--- src/rtl/hp48_bus_ram_pkg.sv ---
// rtl/hp48_bus_ram_pkg.sv - shared Saturn bus command encodings and RAM device config states
package hp48_bus_ram_pkg;

  localparam int ADDR_W_DEF = 20;
  localparam int CMD_W_DEF  = 4;
  localparam int NIB_W      = 4;

  typedef enum logic [3:0] {
    CMD_NOP         = 4'd0,
    CMD_PC_READ     = 4'd1,
    CMD_PC_WRITE    = 4'd2,
    CMD_DP_READ     = 4'd3,
    CMD_DP_WRITE    = 4'd4,
    CMD_LOAD_PC     = 4'd5,
    CMD_LOAD_DP     = 4'd6,
    CMD_CONFIGURE   = 4'd7,
    CMD_UNCONFIGURE = 4'd8,
    CMD_RESET       = 4'd9
  } bus_cmd_e;

  typedef enum logic [1:0] {
    CFG_UNCONF     = 2'd0,
    CFG_SIZED      = 2'd1,
    CFG_CONFIGURED = 2'd2
  } cfg_state_e;

endpackage

--- src/rtl/hp48_bus_ram_if.sv ---
// rtl/hp48_bus_ram_if.sv - Saturn bus signals seen by one RAM device, with master/slave views
interface hp48_bus_ram_if
  import hp48_bus_ram_pkg::*;
#(
  parameter int ADDR_W = ADDR_W_DEF,
  parameter int CMD_W  = CMD_W_DEF
);
  logic [ADDR_W-1:0] address;
  logic [CMD_W-1:0]  command;
  logic [NIB_W-1:0]  nibble_in;
  logic              daisy_in;
  logic [NIB_W-1:0]  nibble_out;
  logic              active;
  logic              daisy_out;
  logic              error;

  modport master (
    output address, command, nibble_in, daisy_in,
    input  nibble_out, active, daisy_out, error
  );

  modport slave (
    input  address, command, nibble_in, daisy_in,
    output nibble_out, active, daisy_out, error
  );
endinterface

--- src/rtl/hp48_bus_window.sv ---
// rtl/hp48_bus_window.sv - combinational base/len_mask window hit and memory index calculator
module hp48_bus_window #(
  parameter int ADDR_W = 20,
  parameter int IDX_W  = 6
) (
  input  logic [ADDR_W-1:0] i_ptr,
  input  logic [ADDR_W-1:0] i_base,
  input  logic [ADDR_W-1:0] i_len_mask,
  output logic              o_hit,
  output logic [IDX_W-1:0]  o_idx
);
  logic [ADDR_W-1:0] w_off;

  // Offset wraps mod 2^ADDR_W so windows straddling the top of memory still hit.
  assign w_off = i_ptr - i_base;
  assign o_hit = (w_off & ~i_len_mask) == '0;
  assign o_idx = w_off[IDX_W-1:0] & i_len_mask[IDX_W-1:0];
endmodule

--- src/rtl/hp48_bus_ram.sv ---
// rtl/hp48_bus_ram.sv - nibble RAM on the Saturn bus; HP48_BUS_RAM_FIXED_SIZE_EN gives one-step configure
module hp48_bus_ram
  import hp48_bus_ram_pkg::*;
#(
  parameter int RAM_LEN = 64,
  parameter int ADDR_W  = ADDR_W_DEF,
  parameter int CMD_W   = CMD_W_DEF
) (
  input  logic           clk,
  input  logic           reset,
  hp48_bus_ram_if.slave  bus
);
  localparam int                IDX_W     = $clog2(RAM_LEN);
  localparam logic [ADDR_W-1:0] FULL_MASK = ADDR_W'(RAM_LEN - 1);

  cfg_state_e        r_state, w_state_nxt;
  logic [ADDR_W-1:0] r_base, r_len_mask, r_pc_ptr, r_dp_ptr;
  logic              r_error;
  logic [NIB_W-1:0]  r_nibble_out;
  logic [NIB_W-1:0]  r_mem [RAM_LEN];

  logic              w_is_pc, w_is_dp, w_is_rd, w_is_wr, w_unknown;
  logic [ADDR_W-1:0] w_win_ptr;
  logic              w_hit, w_active, w_daisy;
  logic [IDX_W-1:0]  w_idx;
  logic              w_cfg_err, w_set_size, w_set_base;

  assign w_is_pc   = (bus.command == CMD_W'(CMD_PC_READ)) || (bus.command == CMD_W'(CMD_PC_WRITE));
  assign w_is_dp   = (bus.command == CMD_W'(CMD_DP_READ)) || (bus.command == CMD_W'(CMD_DP_WRITE));
  assign w_is_rd   = (bus.command == CMD_W'(CMD_PC_READ)) || (bus.command == CMD_W'(CMD_DP_READ));
  assign w_is_wr   = (bus.command == CMD_W'(CMD_PC_WRITE)) || (bus.command == CMD_W'(CMD_DP_WRITE));
  assign w_unknown = bus.command > CMD_W'(CMD_RESET);

  // One window serves the access pointer, or the bus address for UNCONFIGURE.
  assign w_win_ptr = w_is_pc ? r_pc_ptr : (w_is_dp ? r_dp_ptr : bus.address);

  hp48_bus_window #(.ADDR_W(ADDR_W), .IDX_W(IDX_W)) u_window (
    .i_ptr      (w_win_ptr),
    .i_base     (r_base),
    .i_len_mask (r_len_mask),
    .o_hit      (w_hit),
    .o_idx      (w_idx)
  );

`ifndef HP48_BUS_RAM_FIXED_SIZE_EN
  logic [ADDR_W-1:0] w_size;
  logic              w_size_ok;
  assign w_size    = '0 - bus.address;
  assign w_size_ok = (w_size != '0) && ((w_size & (w_size - ADDR_W'(1))) == '0)
                     && (w_size <= ADDR_W'(RAM_LEN));
`endif

  always_ff @(negedge clk or posedge reset) begin
    if (reset) r_state <= CFG_UNCONF;
    else       r_state <= w_state_nxt;
  end

  always_comb begin
    w_state_nxt = r_state;
    w_cfg_err   = 1'b0;
    w_set_size  = 1'b0;
    w_set_base  = 1'b0;
    if (bus.command == CMD_W'(CMD_RESET)) begin
      w_state_nxt = CFG_UNCONF;
    end else if (!r_error) begin
      if ((bus.command == CMD_W'(CMD_CONFIGURE)) && bus.daisy_in) begin
        case (r_state)
`ifdef HP48_BUS_RAM_FIXED_SIZE_EN
          CFG_UNCONF: begin
            w_state_nxt = CFG_CONFIGURED;
            w_set_base  = 1'b1;
          end
`else
          CFG_UNCONF: begin
            if (w_size_ok) begin
              w_state_nxt = CFG_SIZED;
              w_set_size  = 1'b1;
            end else begin
              w_cfg_err = 1'b1;
            end
          end
          CFG_SIZED: begin
            w_state_nxt = CFG_CONFIGURED;
            w_set_base  = 1'b1;
          end
`endif
          default: ;
        endcase
      end else if ((bus.command == CMD_W'(CMD_UNCONFIGURE)) && (r_state == CFG_CONFIGURED) && w_hit) begin
        w_state_nxt = CFG_UNCONF;
      end
    end
  end

  always_comb begin
    w_active = (w_is_pc || w_is_dp) && (r_state == CFG_CONFIGURED) && !r_error && w_hit;
    w_daisy  = r_state == CFG_CONFIGURED;
  end

  always_ff @(negedge clk or posedge reset) begin
    if (reset) begin
      r_base       <= '0;
      r_len_mask   <= FULL_MASK;
      r_pc_ptr     <= '0;
      r_dp_ptr     <= '0;
      r_error      <= 1'b0;
      r_nibble_out <= '0;
    end else begin
`ifndef HP48_BUS_RAM_FIXED_SIZE_EN
      if (w_set_size) r_len_mask <= w_size - ADDR_W'(1);
`endif
      if (w_set_base) r_base <= bus.address & ~r_len_mask;
      if (bus.command == CMD_W'(CMD_RESET))  r_error <= 1'b0;
      else if (w_unknown || w_cfg_err)       r_error <= 1'b1;
      // Pointers track every command so all devices on the bus stay coherent.
      if (bus.command == CMD_W'(CMD_LOAD_PC)) r_pc_ptr <= bus.address;
      else if (w_is_pc)                       r_pc_ptr <= r_pc_ptr + ADDR_W'(1);
      if (bus.command == CMD_W'(CMD_LOAD_DP)) r_dp_ptr <= bus.address;
      else if (w_is_dp)                       r_dp_ptr <= r_dp_ptr + ADDR_W'(1);
      if (w_active && w_is_rd) r_nibble_out <= r_mem[w_idx];
    end
  end

  always_ff @(negedge clk) begin
    if (!reset && w_active && w_is_wr) r_mem[w_idx] <= bus.nibble_in;
  end

  assign bus.nibble_out = r_nibble_out;
  assign bus.active     = w_active;
  assign bus.daisy_out  = w_daisy;
  assign bus.error      = r_error;
endmodule

--- src/flat_wrapper.sv ---
// flat-port wrapper written by rule: the top's interface ports become plain ports
module hp48_bus_ram_flat import hp48_bus_ram_pkg::*;
#(
  parameter int RAM_LEN = 64,
  parameter int ADDR_W  = ADDR_W_DEF,
  parameter int CMD_W   = CMD_W_DEF
)
  (clk, reset, bus_address, bus_command, bus_nibble_in, bus_daisy_in, bus_nibble_out, bus_active, bus_daisy_out, bus_error);
  hp48_bus_ram_if #(.ADDR_W(ADDR_W), .CMD_W(CMD_W)) bus_i ();
  input  logic clk;
  input  logic reset;
  input wire logic [$bits(bus_i.address)-1:0] bus_address;
  input wire logic [$bits(bus_i.command)-1:0] bus_command;
  input wire logic [$bits(bus_i.nibble_in)-1:0] bus_nibble_in;
  input wire logic [$bits(bus_i.daisy_in)-1:0] bus_daisy_in;
  output wire logic [$bits(bus_i.nibble_out)-1:0] bus_nibble_out;
  output wire logic [$bits(bus_i.active)-1:0] bus_active;
  output wire logic [$bits(bus_i.daisy_out)-1:0] bus_daisy_out;
  output wire logic [$bits(bus_i.error)-1:0] bus_error;
  assign bus_i.address = bus_address;
  assign bus_i.command = bus_command;
  assign bus_i.nibble_in = bus_nibble_in;
  assign bus_i.daisy_in = bus_daisy_in;
  assign bus_nibble_out = bus_i.nibble_out;
  assign bus_active = bus_i.active;
  assign bus_daisy_out = bus_i.daisy_out;
  assign bus_error = bus_i.error;
  hp48_bus_ram #(.RAM_LEN(RAM_LEN), .ADDR_W(ADDR_W), .CMD_W(CMD_W)) u_core (.clk(clk), .reset(reset), .bus(bus_i));
endmodule
--- config.mk ---
export PLATFORM = sky130hd
export DESIGN_NAME = hp48_bus_ram_flat
export DESIGN_NICKNAME = d
export VERILOG_FILES = /design/src/rtl/hp48_bus_ram_pkg.sv /design/src/rtl/hp48_bus_ram_if.sv /design/src/rtl/hp48_bus_window.sv /design/src/rtl/hp48_bus_ram.sv /design/src/flat_wrapper.sv
export SDC_FILE = /design/constraint.sdc
export NUM_CORES = 1
export LEC_CHECK = 0
export BUFFER_PORTS_ARGS = -buffer_cell sky130_fd_sc_hd__buf_2
export CAP_MARGIN = 20
export CORE_MARGIN = 2
export CORE_UTILIZATION = 30
export DETAILED_ROUTE_END_ITERATION = 7
export PLACE_DENSITY = 0.41
export SKIP_CTS_REPAIR_TIMING = 1
export SLEW_MARGIN = 20
export SYNTH_ARGS = -nofsm -noshare
export SYNTH_HDL_FRONTEND = slang
export SYNTH_SLANG_ARGS = --single-unit
--- constraint.sdc ---
create_clock -name clk -period 9.5 [get_ports clk]
set_clock_uncertainty 0.2 [all_clocks]
set_input_delay 0.475 -clock clk [delete_from_list [all_inputs] [get_ports clk]]
set_output_delay 0.475 -clock clk [all_outputs]
set_load 0.005 [all_outputs]
Word level (Yosys, flattened, before mapping)
Memories as Yosys holds them, arrays and structs flattened. A register that Yosys moved wholly into a read port is not among the register bits.
Index checks and enable logic that the tools add are counted.
- order comparisons: 2
- bitwise gates (word level): 5
- equality and inequality tests: 14
- muxes and demuxes: 30
- add/sub/neg operators: 5
- reductions and logical operators: 28
- operators by type and width (operator ; count):
    20-bit 2-to-1 mux ; 6
    20-bit bitwise AND ; 3
    20-bit by 1-bit adder with 20-bit output (second input constant) ; 2
    20-bit logical NOT ; 2
    20-bit by 7-bit <= comparator with 1-bit output (second input constant) ; 1
    20-bit NOT ; 1
    20-bit nonzero test ; 1
    1-bit by 20-bit subtractor with 20-bit output (first input constant) ; 1
    20-bit by 1-bit subtractor with 20-bit output (second input constant) ; 1
    20-bit subtractor ; 1
    1-bit 2-to-1 mux ; 18
    4-bit by 3-bit == test with 1-bit output (second input constant) ; 4
    1-bit logical AND ; 11
    2-bit 2-to-1 mux ; 5
    4-bit by 2-bit == test with 1-bit output (second input constant) ; 2
    4-bit == test (second input constant) ; 2
    6-bit bitwise AND ; 1
    1-bit logical OR ; 6
    2-bit nonzero test ; 3
    4-bit by 1-bit == test with 1-bit output (second input constant) ; 1
    4-bit greater-than comparator (second input constant) ; 1
    4-bit by 2-bit != test with 1-bit output (second input constant) ; 1
    4-bit by 3-bit != test with 1-bit output (second input constant) ; 1
    2-bit one-hot mux with 2 select lines ; 1
    7 further kinds ; 8
- output and inout port bits: 7
- bits of input ports: 31
- word-level logic and storage cells: 91
- memories: 1
- RAM bits: 256
- bits in registers: 83
- memory list (memory ; depth ; width ; rd ports ; clocked after memory_dff ; wr ports ; line ; RTL):
    u_core.r_mem ; 64 ; 4 ; 1 ; 1 ; 1 ; hp48_bus_ram.sv:20 ; logic [NIB_W-1:0] r_mem [RAM_LEN];

Logic depth before layout (Yosys ltp)
Gate-level depths: netlist (run 1).
- depth in word-level cells: 14
- mapped depth: 21
- gate-level depth less buffers: 18

Cells and area by module
A second synthesis (run 1) with hierarchy kept.
- cell total of the unflattened synthesis: 1508
- area, all modules: 17300.3 um2
- by module, submodules not included (module ; instances ; area an instance (um2) ; cells an instance ; seq. area each (um2)):
    hp48_bus_ram ; 1 ; 16001.6 ; 1325 ; 9872.0
    hp48_bus_window ; 1 ; 1298.7 ; 183 ; 0.0

==> flow_summary.json, run 1 <==
{
  "status": "finished with violations",
  "violations": "negative setup slack",
  "ir_worst_vdd_mv": 0.137,
  "startpoint_type": "flop",
  "slew_headroom": 0.314,
  "layout.cells.non_filler": 2866,
  "yosys.area.top_type": "edfxtp_1",
  "p_int_mw": 3.06,
  "synth-seq-area-share": 0.584,
  "cp_max_fo": 5,
  "ant_nets": 0,
  "pin_count": 38,
  "wl_per_cell_um": 21.2,
  "numPortBuffers": 37,
  "initial_core_util": 0.302,
  "drcViolationCount": 0,
  "ys_async_sr_fraction": 0.254,
  "power_density_mw_per_mm2": 185,
  "fin_nets": 2160,
  "cts_root_buf": "clkbuf_16",
  "crit_start": "u_core.r_pc_ptr[0]$_DFFE_NP0P_",
  "grt_pass1_wl_mm": 90.7,
  "p_sw_mw": 1.31,
  "crit_end": "bus_active",
  "core_sq_mm": 0.0561,
  "drive_gt1_frac": 0.267,
  "grt.overflow.total": 0,
  "ys_seq_elements": 343,
  "syn_nets": 1576,
  "swShare": 0.299,
  "path_depth": 16,
  "setup_viol": 262,
  "vias_per_cell": 5.02,
  "synth-edff-count": 256,
  "yosys_warnings": 0,
  "path_cells": "a222oi_1, buf_4, ha_4, inv_2, fa_2, a21o_1, a221oi_4, xor2_1, o21ai_1, a2111o_1, or4_4, a2111oi_4, clkbuf_16, nand2_4, nor2_4, buf_2",
  "fp.dieArea_sq_mm": 0.0583,
  "path_clk_slew_ns": 0.05,
  "cp_slowest_cell": "a2111oi_4",
  "clk_latency_ns": 0.63,
  "antenna_found_initial": 1,
  "antennaDiodeCount": 0,
  "vias": 14400,
  "drt-total-wl_mm": 60.7,
  "final_core_util": 0.420,
  "cts.sinks": 343,
  "drv_slew": 0,
  "cts_max_level": 2,
  "hpwl_mm": 43.7,
  "rr_endpoint": "u_core.r_mem[38][1]$_DFFE_NP_",
  "worstMarginPinSlew_ns": 1.03,
  "yosys.area.top_type_share": 0.455,
  "grt_pass1_vias": 15100,
  "dieWidth_um": 241,
  "place_inst": 2527,
  "yosys-top-cells-area": "edfxtp_1, dfrtn_1, nand2_1, nor2_1, ha_1",
  "yosysUniqueCellTypes": 79,
  "crit_buf_inv": 4,
  "synthCells": 1501,
  "rsz0062_at_grt": "true",
  "final_common_cell": "inv_1",
  "fin_ws_ns": -0.642,
  "clockBufferDepth": 3,
  "cts_buffers": 43,
  "endpoint_kind": "primary output",
  "die_height_um": 241,
  "ys.flop_type": "edfxtp_1",
  "area_delta_synth_final_pct": 39.4,
  "power_mw": 4.37,
  "avgSynthCellArea_sq_um": 11.3,
  "pwr-share-comb": 0.128,
  "drtIter0Drc": 894,
  "critPathKind": "reg -> out",
  "grt_max_degree": 65,
  "p_seq_frac": 0.391,
  "timing.rr.start": "u_core.r_pc_ptr[0]$_DFFE_NP0P_",
  "hold_path.class": "reg -> reg",
  "reg2reg_slack_ns": 4.41,
  "p_leak_nw": 9.99,
  "final_cell_mix": "inv_1, buf_4, edfxtp_1",
  "critPathRequiredTime_ns": 8.83,
  "cpPeakStageDelay_ns": 0.52,
  "pwr-share-clk": 0.481,
  "firstDrtPassIters": 5,
  "rows": 87,
  "cts_tree": "yes",
  "maxCapViolCount": 0,
  "gp_congestion": 0.832,
  "r2r_cells": 19,
  "hold_violations": 0,
  "arrival_ns": 9.47,
  "synth_area_sq_mm": 0.0169,
  "grt.total_usage": 0.210,
  "crit_family": "compound AO/OA/AOI/OAI gates"
}
-- worst register-to-register path, cell delays in order (launching register included) --
cell       delay, ns
dfrtn_1         0.35
a222oi_1        0.34
buf_4           0.20
ha_4            0.13
inv_2           0.03
fa_2            0.35
a21o_1          0.21
a221oi_4        0.31
xor2_1          0.17
o21ai_1         0.08
a2111o_1        0.43
or4_4           0.51
a2111oi_4       0.53
clkbuf_16       0.25
buf_4           0.11
buf_8           0.13
nand4_4         0.10
buf_12          0.17
nor2_1          0.11
buf_4           0.14
-- metal layers --
metal  vias up  global-route usage  share of wire
li1       6868                   -              -
met1      7121               0.270           0.45
met2       330               0.345           0.48
met3        82              0.0416          0.042
met4         0              0.0903          0.031
met5         -                   0              0
-- power groups by stage --
stage | registers (mW) | clock network (mW) | logic [mW]
finish | 1.71 | 2.10 | 0.559
global route | 1.71 | 2.31 | 0.611
CTS | 1.71 | 2.16 | 0.556
detailed placement | 1.73 | 0.164 | 0.552
global placement | 1.73 | 0.164 | 0.553
floorplan | 1.72 | 0.164 | 0.266
-- sequential cells by signal, summed over array words and instances (netlist names) --
name and cells:
u_core.r_mem 256, u_core.r_base 20, u_core.r_dp_ptr 20, u_core.r_len_mask 20, u_core.r_pc_ptr 20, u_core.bus.nibble_out 4, u_core.r_state 2, u_core.bus.error 1
-- per-stage QoR --
stage	hold slack [ns]	TNS [ns]	setup slack (ns)	cell area [sq um]
CTS	0.231	-29.44	-0.652	23300
finish	0.229	-107.23	-0.642	23600
global route	0.258	-144.91	-0.772	23600
floorplan	0.209	-123.80	-0.577	17500
detailed placement	0.227	-197.58	-0.843	20900
global placement	0.226	-191.96	-0.832	20900
-- layout make-up --
cell class | instances | area (sq um)
fill | 5469 | 32500
timing repair buffer | 363 | 2960
sequential | 343 | 9870
clock buffer | 48 | 1130
inverter | 61 | 231
clock inverter | 284 | 1260
tap | 756 | 946
multi-input combinational | 1011 | 7170
-- kinds of logic after synthesis --
logic type / synth area share
XOR/XNOR: 0.0207
AND/OR/NAND/NOR: 0.152
multiplexers: 0.0267
adder cells (fa/ha/maj): 0.0330
flip-flops: 0.584
AO/OA/AOI/OAI: 0.150
buffers and inverters: 0.0344
-- synthesized netlist by cell type, drive strengths merged (3+ instances only) --
master / instances
nor4: 16
a22o: 18
a2111oi: 5
a21o: 6
a211oi: 6
and4: 4
nor2b: 7
a221o: 14
o21ai: 79
nor3: 32
or4: 7
nand4: 29
ha: 43
nand3b: 3
o311ai: 6
xnor2: 24
a21oi: 50
o22ai: 8
nand2b: 11
and2: 8
o221ai: 7
or3: 9
a222oi: 8
nand2: 156
dfstp: 6
inv: 62
buf: 14
xor2: 16
o31ai: 5
clkbuf: 71
a221oi: 28
o211ai: 9
and3: 17
nor3b: 11
mux2i: 35
a22oi: 56
nand3: 54
edfxtp: 256
nor2: 146
o21a: 5
a31oi: 37
o2111ai: 3
or2: 4
mux2: 8
dfrtn: 81
-- how the worst min path moves through the flow --
stage                                        startpoint                            end  cells after the start
after CTS                  u_core.r_base[1]$_DFFE_NP0P_   u_core.r_base[1]$_DFFE_NP0P_                      2
after global placement     u_core.r_base[1]$_DFFE_NP0P_   u_core.r_base[1]$_DFFE_NP0P_                      2
after global routing       u_core.r_base[1]$_DFFE_NP0P_   u_core.r_base[1]$_DFFE_NP0P_                      2
final                      u_core.r_base[1]$_DFFE_NP0P_   u_core.r_base[1]$_DFFE_NP0P_                      2
after detailed placement   u_core.r_base[1]$_DFFE_NP0P_   u_core.r_base[1]$_DFFE_NP0P_                      2
after floorplan           u_core.r_base[13]$_DFFE_NP0P_  u_core.r_base[13]$_DFFE_NP0P_                      2
(Power assumes the default switching activity.)
==> run 2: changes to the inputs <==
Settings changed: CORE_ASPECT_RATIO from default to 1.1.
==> flow_summary.json, run 2 (synthesis results as in run 1) <==
{
  "status": "finished with violations",
  "violations": "negative setup slack",
  "crit_buf_inv": 5,
  "cts.sinks": 343,
  "fin_ws_ns": -0.466,
  "holdPathEnd": "u_core.r_base[1]$_DFFE_NP0P_",
  "place_ws_ns": -0.837,
  "worstMarginPinSlew_ns": 1.05,
  "rows": 91,
  "clockBufferDepth": 3,
  "drive_gt1_frac": 0.274,
  "use_met1": 0.251,
  "pwr-share-comb": 0.128,
  "p_seq_frac": 0.387,
  "ir_worst_vdd_mv": 0.141,
  "hold_violations": 0,
  "cp_max_fo": 3,
  "timing.rr.start": "u_core.r_pc_ptr[0]$_DFFE_NP0P_",
  "ant_nets": 0,
  "drtIter0Drc": 954,
  "busiest_layer": "met2",
  "cts_tree": "yes",
  "hpwl_mm": 44.4,
  "path_cells": "a222oi_1, buf_4, ha_4, inv_2, fa_2, a21o_1, a221oi_4, xor2_1, o21ai_1, a2111o_1, or4_4, a2111oi_4, clkbuf_16, buf_8, nand2_4, nor2_4, buf_2",
  "grt_pass1_wl_mm": 92.4,
  "cts_buffers": 43,
  "final_common_cell": "inv_1",
  "endpoint_kind": "primary output",
  "rsz0062_at_grt": "true",
  "cts_root_buf": "clkbuf_16",
  "cts_max_level": 2,
  "hold_depth": 2,
  "pwr-share-clk": 0.485,
  "drv_slew": 0,
  "p_int_mw": 3.06,
  "drt-total-wl_mm": 61.3,
  "power_density_mw_per_mm2": 186,
  "core_sq_mm": 0.0559,
  "fin_nets": 2154,
  "layout.cells.non_filler": 2857,
  "finalSetupTns_ns": -26.90,
  "grt_max_degree": 65,
  "place_inst": 2511,
  "antenna_found_initial": 1,
  "area_delta_synth_final_pct": 40.0,
  "hold_path.class": "reg -> reg",
  "holdWs_ns": 0.233,
  "cp_slowest_cell": "or4_4",
  "grt.total_usage": 0.211,
  "critPathKind": "reg -> out",
  "grt_pass1_vias": 15400,
  "startpoint_type": "flop",
  "p_sw_mw": 1.35,
  "setup_viol": 257,
  "fp.dieArea_sq_mm": 0.0583,
  "die_height_um": 253,
  "firstDrtPassIters": 6,
  "swShare": 0.305,
  "gp_congestion": 0.889,
  "numPortBuffers": 37,
  "dieWidth_um": 230,
  "rr_endpoint": "u_core.r_mem[30][3]$_DFFE_NP_",
  "p_leak_nw": 9.99,
  "vias": 14500,
  "largest_reg_flops": 256,
  "slew_headroom": 0.296,
  "initial_core_util": 0.302,
  "r2r_cells": 19,
  "min_from": "u_core.r_base[1]$_DFFE_NP0P_",
  "wl_per_cell_um": 21.5,
  "final_cell_mix": "inv_1, buf_4, edfxtp_1",
  "use_met2": 0.370,
  "vias_per_cell": 5.06,
  "regMostFlops": "u_core.r_mem",
  "clk_latency_ns": 0.63,
  "crit_family": "compound AO/OA/AOI/OAI gates",
  "grt.overflow.total": 0,
  "critPathRequiredTime_ns": 8.83,
  "final_core_util": 0.423,
  "use_met3": 0.0450,
  "crit_start": "u_core.r_pc_ptr[0]$_DFFE_NP0P_",
  "arrival_ns": 9.29,
  "path_clk_slew_ns": 0.04,
  "cpPeakStageDelay_ns": 0.50,
  "pin_count": 38,
  "maxCapViolCount": 0,
  "reg2reg_slack_ns": 4.70,
  "drcViolationCount": 0
}
run 2: stage by stage:
stage          total power, mW  cell area, sq um
5_1_grt                   4.67             23700
6_report                  4.41             23700
3_3_place_gp              2.45             20900
3_5_place_dp              2.44             20900
2_1_floorplan             2.15             17500
4_1_cts                   4.47             23300
run 2: power by group through the flow:
| stage | Sequential (mW) | Clock, mW | Combinational [mW] |
|---|---|---|---|
| 2_1_floorplan | 1.72 | 0.164 | 0.266 |
| 3_5_place_dp | 1.73 | 0.164 | 0.554 |
| 3_3_place_gp | 1.73 | 0.164 | 0.555 |
| 4_1_cts | 1.71 | 2.21 | 0.557 |
| 6_report | 1.71 | 2.14 | 0.563 |
| 5_1_grt | 1.71 | 2.34 | 0.613 |
run 2: layout make-up:
class | instances | area (sq um)
fill | 5481 | 32200
sequential | 343 | 9870
multi-input combinational | 1011 | 7280
timing repair buffer | 357 | 2910
clock inverter | 292 | 1340
clock buffer | 48 | 1100
tap | 744 | 931
inverter | 61 | 231
antenna | 1 | 2.50
run 2: metal layers:
metal / part of all wire / vias to the layer above
li1: - / 6869
met1: 0.42 / 7150
met2: 0.51 / 344
met3: 0.041 / 94
met4: 0.029 / 2
met5: 0.00021 / -
run 2: worst max path at each step:
stage | end | slack (ns) | depth (start not counted)
final | bus_active | -0.47 | 17
after global routing | bus_active | -0.72 | 17
after CTS | bus_active | -0.63 | 18
after detailed placement | u_core.bus.nibble_out[1]$_DFFE_NP0P_ | -0.84 | 18
after global placement | u_core.bus.nibble_out[1]$_DFFE_NP0P_ | -0.93 | 18
after floorplan | u_core.r_mem[48][0]$_DFFE_NP_ | -0.58 | 17
run 2: tightest hold or removal path: cells and delay by family (launching register included):
kind | cells | cell delay, ns
DFF | 1 | 0.40
AOI/OAI and AO/OA | 1 | 0.06
and+or+nand+nor | 1 | 0.05
